==> src/rtl/div_unit.sv <==
// Iterative 32-bit DIV/DIVU unit: one radix-2 restoring step per cycle, 33-cycle latency.
// Optional macro DIV_ZERO_FAST_EN completes a divide by zero in one cycle.
module div_unit (
   input  logic        clk,
   input  logic        resetn,
   input  logic        start_i,
   input  logic        signed_i,
   input  logic [31:0] a_i,
   input  logic [31:0] b_i,
   input  logic        annul_i,
   input  logic        hold_i,
   output logic        stall_div_o,
   output logic        ready_o,
   output logic [63:0] result_o
);

   typedef enum logic [1:0] {
      IDLE = 2'd0,
      BUSY = 2'd1,
      DONE = 2'd2
   } state_t;

   state_t      state_q, state_d;
   logic [4:0]  cnt_q, cnt_d;
   logic [31:0] rem_q, rem_d;
   logic [31:0] quo_q, quo_d;
   logic [31:0] dvs_q, dvs_d;
   logic        neg_quo_q, neg_quo_d;
   logic        neg_rem_q, neg_rem_d;
   logic        block_q, block_d;

   logic        accept;
   logic [31:0] a_mag;
   logic [31:0] b_mag;
   logic [32:0] rem_shift;
   logic [32:0] rem_sub;
   logic [31:0] quo_out;
   logic [31:0] rem_out;

   // block_q remembers that start_i has not yet dropped since the last completion
   always_comb begin
      a_mag     = (signed_i && a_i[31]) ? (~a_i + 32'd1) : a_i;
      b_mag     = (signed_i && b_i[31]) ? (~b_i + 32'd1) : b_i;
      accept    = (state_q == IDLE) && start_i && !annul_i && !block_q;
      rem_shift = {rem_q, quo_q[31]};
      rem_sub   = rem_shift - {1'b0, dvs_q};
   end

   always_comb begin
      state_d   = state_q;
      cnt_d     = cnt_q;
      rem_d     = rem_q;
      quo_d     = quo_q;
      dvs_d     = dvs_q;
      neg_quo_d = neg_quo_q;
      neg_rem_d = neg_rem_q;
      block_d   = block_q;
      case (state_q)
         IDLE: begin
            block_d = block_q & start_i;
            if (accept) begin
               state_d   = BUSY;
               cnt_d     = 5'd0;
               rem_d     = 32'd0;
               quo_d     = a_mag;
               dvs_d     = b_mag;
               neg_quo_d = signed_i & (a_i[31] ^ b_i[31]);
               neg_rem_d = signed_i & a_i[31];
`ifdef DIV_ZERO_FAST_EN
               if (b_i == 32'd0) begin
                  state_d   = DONE;
                  rem_d     = a_i;
                  quo_d     = 32'hFFFF_FFFF;
                  neg_quo_d = 1'b0;
                  neg_rem_d = 1'b0;
               end
`endif
            end
         end
         BUSY: begin
            // A clear borrow bit means the shifted remainder covered the divisor
            rem_d = rem_sub[32] ? rem_shift[31:0] : rem_sub[31:0];
            quo_d = {quo_q[30:0], ~rem_sub[32]};
            cnt_d = cnt_q + 5'd1;
            if (cnt_q == 5'd31) begin
               state_d = DONE;
            end
         end
         DONE: begin
            block_d = 1'b1;
            if (!hold_i) begin
               state_d = IDLE;
            end
         end
         default: begin
            state_d = IDLE;
         end
      endcase
      if (annul_i) begin
         state_d = IDLE;
      end
   end

   always_ff @(posedge clk or negedge resetn) begin
      if (!resetn) begin
         state_q   <= IDLE;
         cnt_q     <= 5'd0;
         rem_q     <= 32'd0;
         quo_q     <= 32'd0;
         dvs_q     <= 32'd0;
         neg_quo_q <= 1'b0;
         neg_rem_q <= 1'b0;
         block_q   <= 1'b0;
      end else begin
         state_q   <= state_d;
         cnt_q     <= cnt_d;
         rem_q     <= rem_d;
         quo_q     <= quo_d;
         dvs_q     <= dvs_d;
         neg_quo_q <= neg_quo_d;
         neg_rem_q <= neg_rem_d;
         block_q   <= block_d;
      end
   end

   // Stall is gated by reset so a held start_i cannot stall the pipeline during reset
   always_comb begin
      quo_out     = neg_quo_q ? (~quo_q + 32'd1) : quo_q;
      rem_out     = neg_rem_q ? (~rem_q + 32'd1) : rem_q;
      stall_div_o = resetn && !annul_i && (accept || (state_q == BUSY));
      ready_o     = (state_q == DONE);
      result_o    = (state_q == DONE) ? {rem_out, quo_out} : 64'd0;
   end

endmodule

==> config.mk <==
export PLATFORM = sky130hd
export DESIGN_NAME = div_unit
export DESIGN_NICKNAME = d
export VERILOG_FILES = /design/src/rtl/div_unit.sv
export SDC_FILE = /design/constraint.sdc
export NUM_CORES = 1
export LEC_CHECK = 0
export BUFFER_PORTS_ARGS = -buffer_cell sky130_fd_sc_hd__buf_2
export CAP_MARGIN = 20
export CORE_ASPECT_RATIO = 2
export CORE_UTILIZATION = 60
export DETAILED_ROUTE_END_ITERATION = 8
export GPL_TIMING_DRIVEN = 1
export PLACE_DENSITY = 0.83
export SETUP_SLACK_MARGIN = 0.2
export SLEW_MARGIN = 20
export SYNTH_ARGS = -nofsm -noshare
export SYNTH_HDL_FRONTEND = slang
export SYNTH_SLANG_ARGS = --single-unit
export TNS_END_PERCENT = 10
==> constraint.sdc <==
create_clock -name clk -period 6.1 [get_ports clk]
set_clock_uncertainty 0.1 [all_clocks]
set_input_delay 0.61 -clock clk [delete_from_list [all_inputs] [get_ports clk]]
set_output_delay 0.61 -clock clk [all_outputs]
set_load 0.01 [all_outputs]
== After elaboration in Yosys (flattened, before gate mapping) ==
Cells that the tools add are included.

* Register bits: 106
* Input bits: 70
* Output and inout bits: 66
* Word-level logic and storage cells: 64

* Add/subtract/negate cells: 6
* Equality and inequality tests: 7
* Multiplexer cells: 18
* Bitwise operators: 9
* Reduce and logical (&&, ||, !) cells: 16

{| class="wikitable"
|+ Operator list
! cell !! count
|-
| 2-to-1 mux 32 bit || 7
|-
| adder 32 x 1 -> 32 bit, second input constant || 4
|-
| inverter 32 bit || 4
|-
| case mux 32 bit (2 select lines) || 2
|-
| 2-to-1 mux 64 bit || 1
|-
| subtractor 33 x 32 -> 33 bit || 1
|-
| case mux 5 bit (2 select lines) || 1
|-
| != test 3 bit, second input constant || 3
|-
| 2-to-1 mux 2 bit || 4
|-
| logical AND 1 bit || 7
|-
| case mux 2 bit (3 select lines) || 1
|-
| adder 5 x 1 -> 5 bit, second input constant || 1
|-
| == test 5 bit, second input constant || 1
|-
| 2-to-1 mux 5 bit || 1
|-
| AND reduction 2 bit || 2
|-
| nonzero test 2 bit || 2
|-
| AND 1 bit || 3
|-
| AND reduction 3 bit || 1
|-
| == test 2 x 1 -> 1 bit, second input constant || 1
|-
| == test 2 bit, second input constant || 1
|-
| logical NOT 1 bit || 2
|-
| logical NOT 2 bit || 1
|-
| != test 2 bit, second input constant || 1
|-
| case mux 1 bit (2 select lines) || 1
|-
| 3 further kinds || 3
|}

== Depth between registers and ports, before layout ==
* Depth in word-level cells: 7
* Gate-level depth with buffers: 14
* Mapped depth without buffers: 12

== Least setup slack after synthesis ==
No wires, ideal clock.

* Path kind: register to output
* From: register rem_q[0]
* To: output result_o[62]
* Data arrival time: 2.780 ns
* Data required time: 5.390 ns
* Path slack: 2.610 ns
* Stages on the path, launching flop included: 12
* Buffers on the path: 0
* Cell sequence: dfrtp_1 > inv_1 > ha_1 > nand2b_1 > nand2b_1 > or3b_1 > or3_1 > or3_1 > nand2b_1 > o31ai_1 > xor2_1 > nor2_1

* Longest elaborated chain between the ends: 4

{| class="wikitable"
|+ RTL lines
! what !! RTL line !! RTL
|-
| start, declared || 25 || <nowiki>logic [31:0] rem_q, rem_d;</nowiki>
|-
| start signal, assigned || 117 || <nowiki>rem_q <= rem_d;</nowiki>
|-
| inverter 32 bit || 129 || <nowiki>rem_out = neg_rem_q ? (~rem_q + 32'd1) : rem_q;</nowiki>
|-
| adder 32 x 1 -> 32 bit || 129 ||
|-
| 2-to-1 mux 32 bit || 129 ||
|-
| 2-to-1 mux 64 bit || 132 || <nowiki>result_o = (state_q == DONE) ? {rem_out, quo_out} : 64'd0;</nowiki>
|-
| end, declared || 14 || <nowiki>output logic [63:0] result_o</nowiki>
|}

Every way passes these cells.

== Worst setup path in the final report ==
Ends and elaborated chain as after synthesis.

==> impl_metrics.tcl <==
set metrics [dict create \
    p_leak_uw 0.00463 \
    fin_crit_sh_pct 76.4 \
    slowest_delay_ns 0.50 \
    syn2layout_area_growth_pct 11.3 \
    die_area_um2 15600 \
    drc_errors 0 \
    synthCells 1140 \
    cts_made_buffers 9 \
    antenna_found_initial 0 \
    start_kind "flop" \
    drv_slew 0 \
    clk_pin_slew_ns 0.08 \
    clock.fmax_mhz 215 \
    routed_wl_um 27000 \
    synth_fp_nets 1249 \
    final-seq-area_um2 2650 \
    power_uw 4620 \
    peakVddDrop_mv 0.234 \
    synth_cell_types 66 \
    synthArstFlopShare_pct 100 \
    core-area_um2 14700 \
    drive_above_1_share_pct 15.3 \
    finalCriticalPeriod_ns 4.66 \
    grtUsageMet1_pct 36.0 \
    clk_latency_ns 0.36 \
    final_cell_mix "141 x o21ai_0, 134 x buf_2, 126 x nand2_1, 106 x dfrtp_1, 101 x nor2_1" \
    path_delay_family "simple AND/OR/NAND/NOR gates" \
    end_kind "output pin" \
    cts_buffer_depth 2 \
    cp_common_cell "nand2b_1" \
    rr_startpoint "dvs_q[0]$_DFFE_PN0P_" \
    final_common_cell "o21ai_0" \
    use_met2_pct 65.7 \
    htree_levels 3 \
    initial_core_util_pct 61.4 \
    worst_slew_pin_slew_ns 1.06 \
    multi_input_area_um2 5950 \
    n_antenna_cell 0 \
    synth_edf_count 0 \
    maxCapViolCount 0 \
    postCtsResizedCells 0 \
    met3_usage_pct 7.89 \
    fin_setup_tns_ns 0 \
    place_area_um2 9770 \
    ant_nets 0 \
    ys.flop_type "dfrtp_1" \
    io_pins 136 \
    cts_hold_buf 0 \
    die_x_um 88.9 \
    final_nets 1337 \
    vias 9016 \
    critPathLaunch "rem_q[0]$_DFFE_PN0P_" \
    grt-busiest-layer "met2" \
    die_h_um 176 \
    grt_pass1_wl_um 43400 \
    worstPathMaxFanout 5 \
    track_usage_pct 36.9 \
    powerDensity_nw_per_um2 459 \
    rsz0062_at_grt "false" \
    via_per_inst 6.31 \
    final-hold-violation-count 0 \
    setup_viol 0 \
    root_buffer "clkbuf_16" \
    path_cells "inv_1, ha_1, nand2b_1, nand2b_1, or3b_1, or3_1, or3_1, nand2b_1, o31ai_1, xor2_1, nor2_1, buf_2" \
    hold_class "input port to asynchronous set/reset pin" \
    crit_arrival_ns 3.95 \
    slew_headroom_pct 29.4 \
    port_buffers 135 \
    final_area_um2 10100 \
    grt_overflow 0 \
    cp_num_buf_inv 2 \
    grt_max_degree 110 \
    worst_ep_required_time_ns 5.39 \
    first_pass_iters 5 \
    slowest_stage "or3b_1" \
    ys_ff_latch 106 \
    gp_congestion 0.987 \
    first_iter_violations 665 \
    outcome "finished clean" \
    netlist_area_um2 9050 \
    rows 63 \
    first_global_vias 8781 \
    clock_sinks 106 \
    seq_area_frac_synth_pct 29.3 \
    dp.final_hpwl_um 19600 \
    fill_cells 1298 \
    criticalPathCategory "flop to output pin" \
    post_cts_buffers 0 \
    wl_per_cell_um 18.9 \
    cts_tree "done" \
    synth_warnings 0 \
    synth_area_per_cell_um2 7.94 \
]
==> synthesized netlist by cell type (all sizes together), types with 20 or more instances <==
| cell type | number | share of area [%] |
|---|---|---|
| a21oi | 53 | 3.0 |
| a22oi | 32 | 2.7 |
| clkbuf | 50 | 2.1 |
| dfrtp | 106 | 29 |
| ha | 38 | 5.3 |
| inv | 49 | 2.0 |
| mux2i | 22 | 2.4 |
| nand2 | 126 | 5.2 |
| nand3 | 20 | 1.1 |
| nor2 | 103 | 4.4 |
| o21ai | 142 | 7.9 |
| o31ai | 32 | 2.8 |
| xnor2 | 50 | 4.8 |
| xor2 | 94 | 9.1 |
==> flip-flops by register name (all words and copies together) (netlist names) <==
register   count
dvs_q         32
rem_q         32
neg_rem_q      1
cnt_q          5
block_q        1
neg_quo_q      1
quo_q         32
state_q        2
==> metal layers <==
layer  up-vias  share of wire [%]
li1       4237                  -
met1      4273                 33
met2       357                 54
met3       149                5.5
met4         0                7.8
met5         -                  0
==> per-stage QoR <==
stage,util [%],hold WS [ns],setup WS (ns),cells
final,68.3,0.120,1.44,1428
after global routing,68.3,0.170,1.30,1428
after CTS,68.3,0.144,1.58,1428
after global placement,66.3,0.365,2.06,1412
after detailed placement,66.3,0.370,2.00,1412
after floorplan,-,0.214,2.61,1140
==> power breakdown <==
part / internal [uW] / switching, uW / total, uW
Clock: 323 / 286 / 609
Sequential: 927 / 387 / 1310
Combinational: 1100 / 1600 / 2700
==> cell type report <==
cell class | count | area share (%)
Sequential cell | 106 | 26.3
Timing Repair Buffer | 143 | 7.33
Clock inverter | 7 | 0.745
Tap cell | 195 | 2.42
Clock buffer | 9 | 2.24
Multi-Input combinational cell | 919 | 59.1
Inverter | 49 | 1.83
==> final timing paths <==
kind	cells after the start	slack (ns)	to
setup / recovery	12	1.44	result_o[62]
hold / removal	1	0.12	block_q$_DFFE_PN0P_
setup reg to reg	11	2.03	rem_q[25]$_DFFE_PN0P_
hold reg to reg	2	0.38	dvs_q[8]$_DFFE_PN0P_
max in group asynchronous	2	4.47	dvs_q[31]$_DFFE_PN0P_
min in group clk	2	0.37	state_q[1]$_DFFE_PN0P_
==> kinds of logic after synthesis <==
logic type	share of synthesized area, %
buf+inv	5.20
xor+xnor	13.9
simple gates	19.4
mux	2.43
flops	29.3
compound gates	24.2
fa+ha+maj	5.47
(Power assumes the default switching activity.)
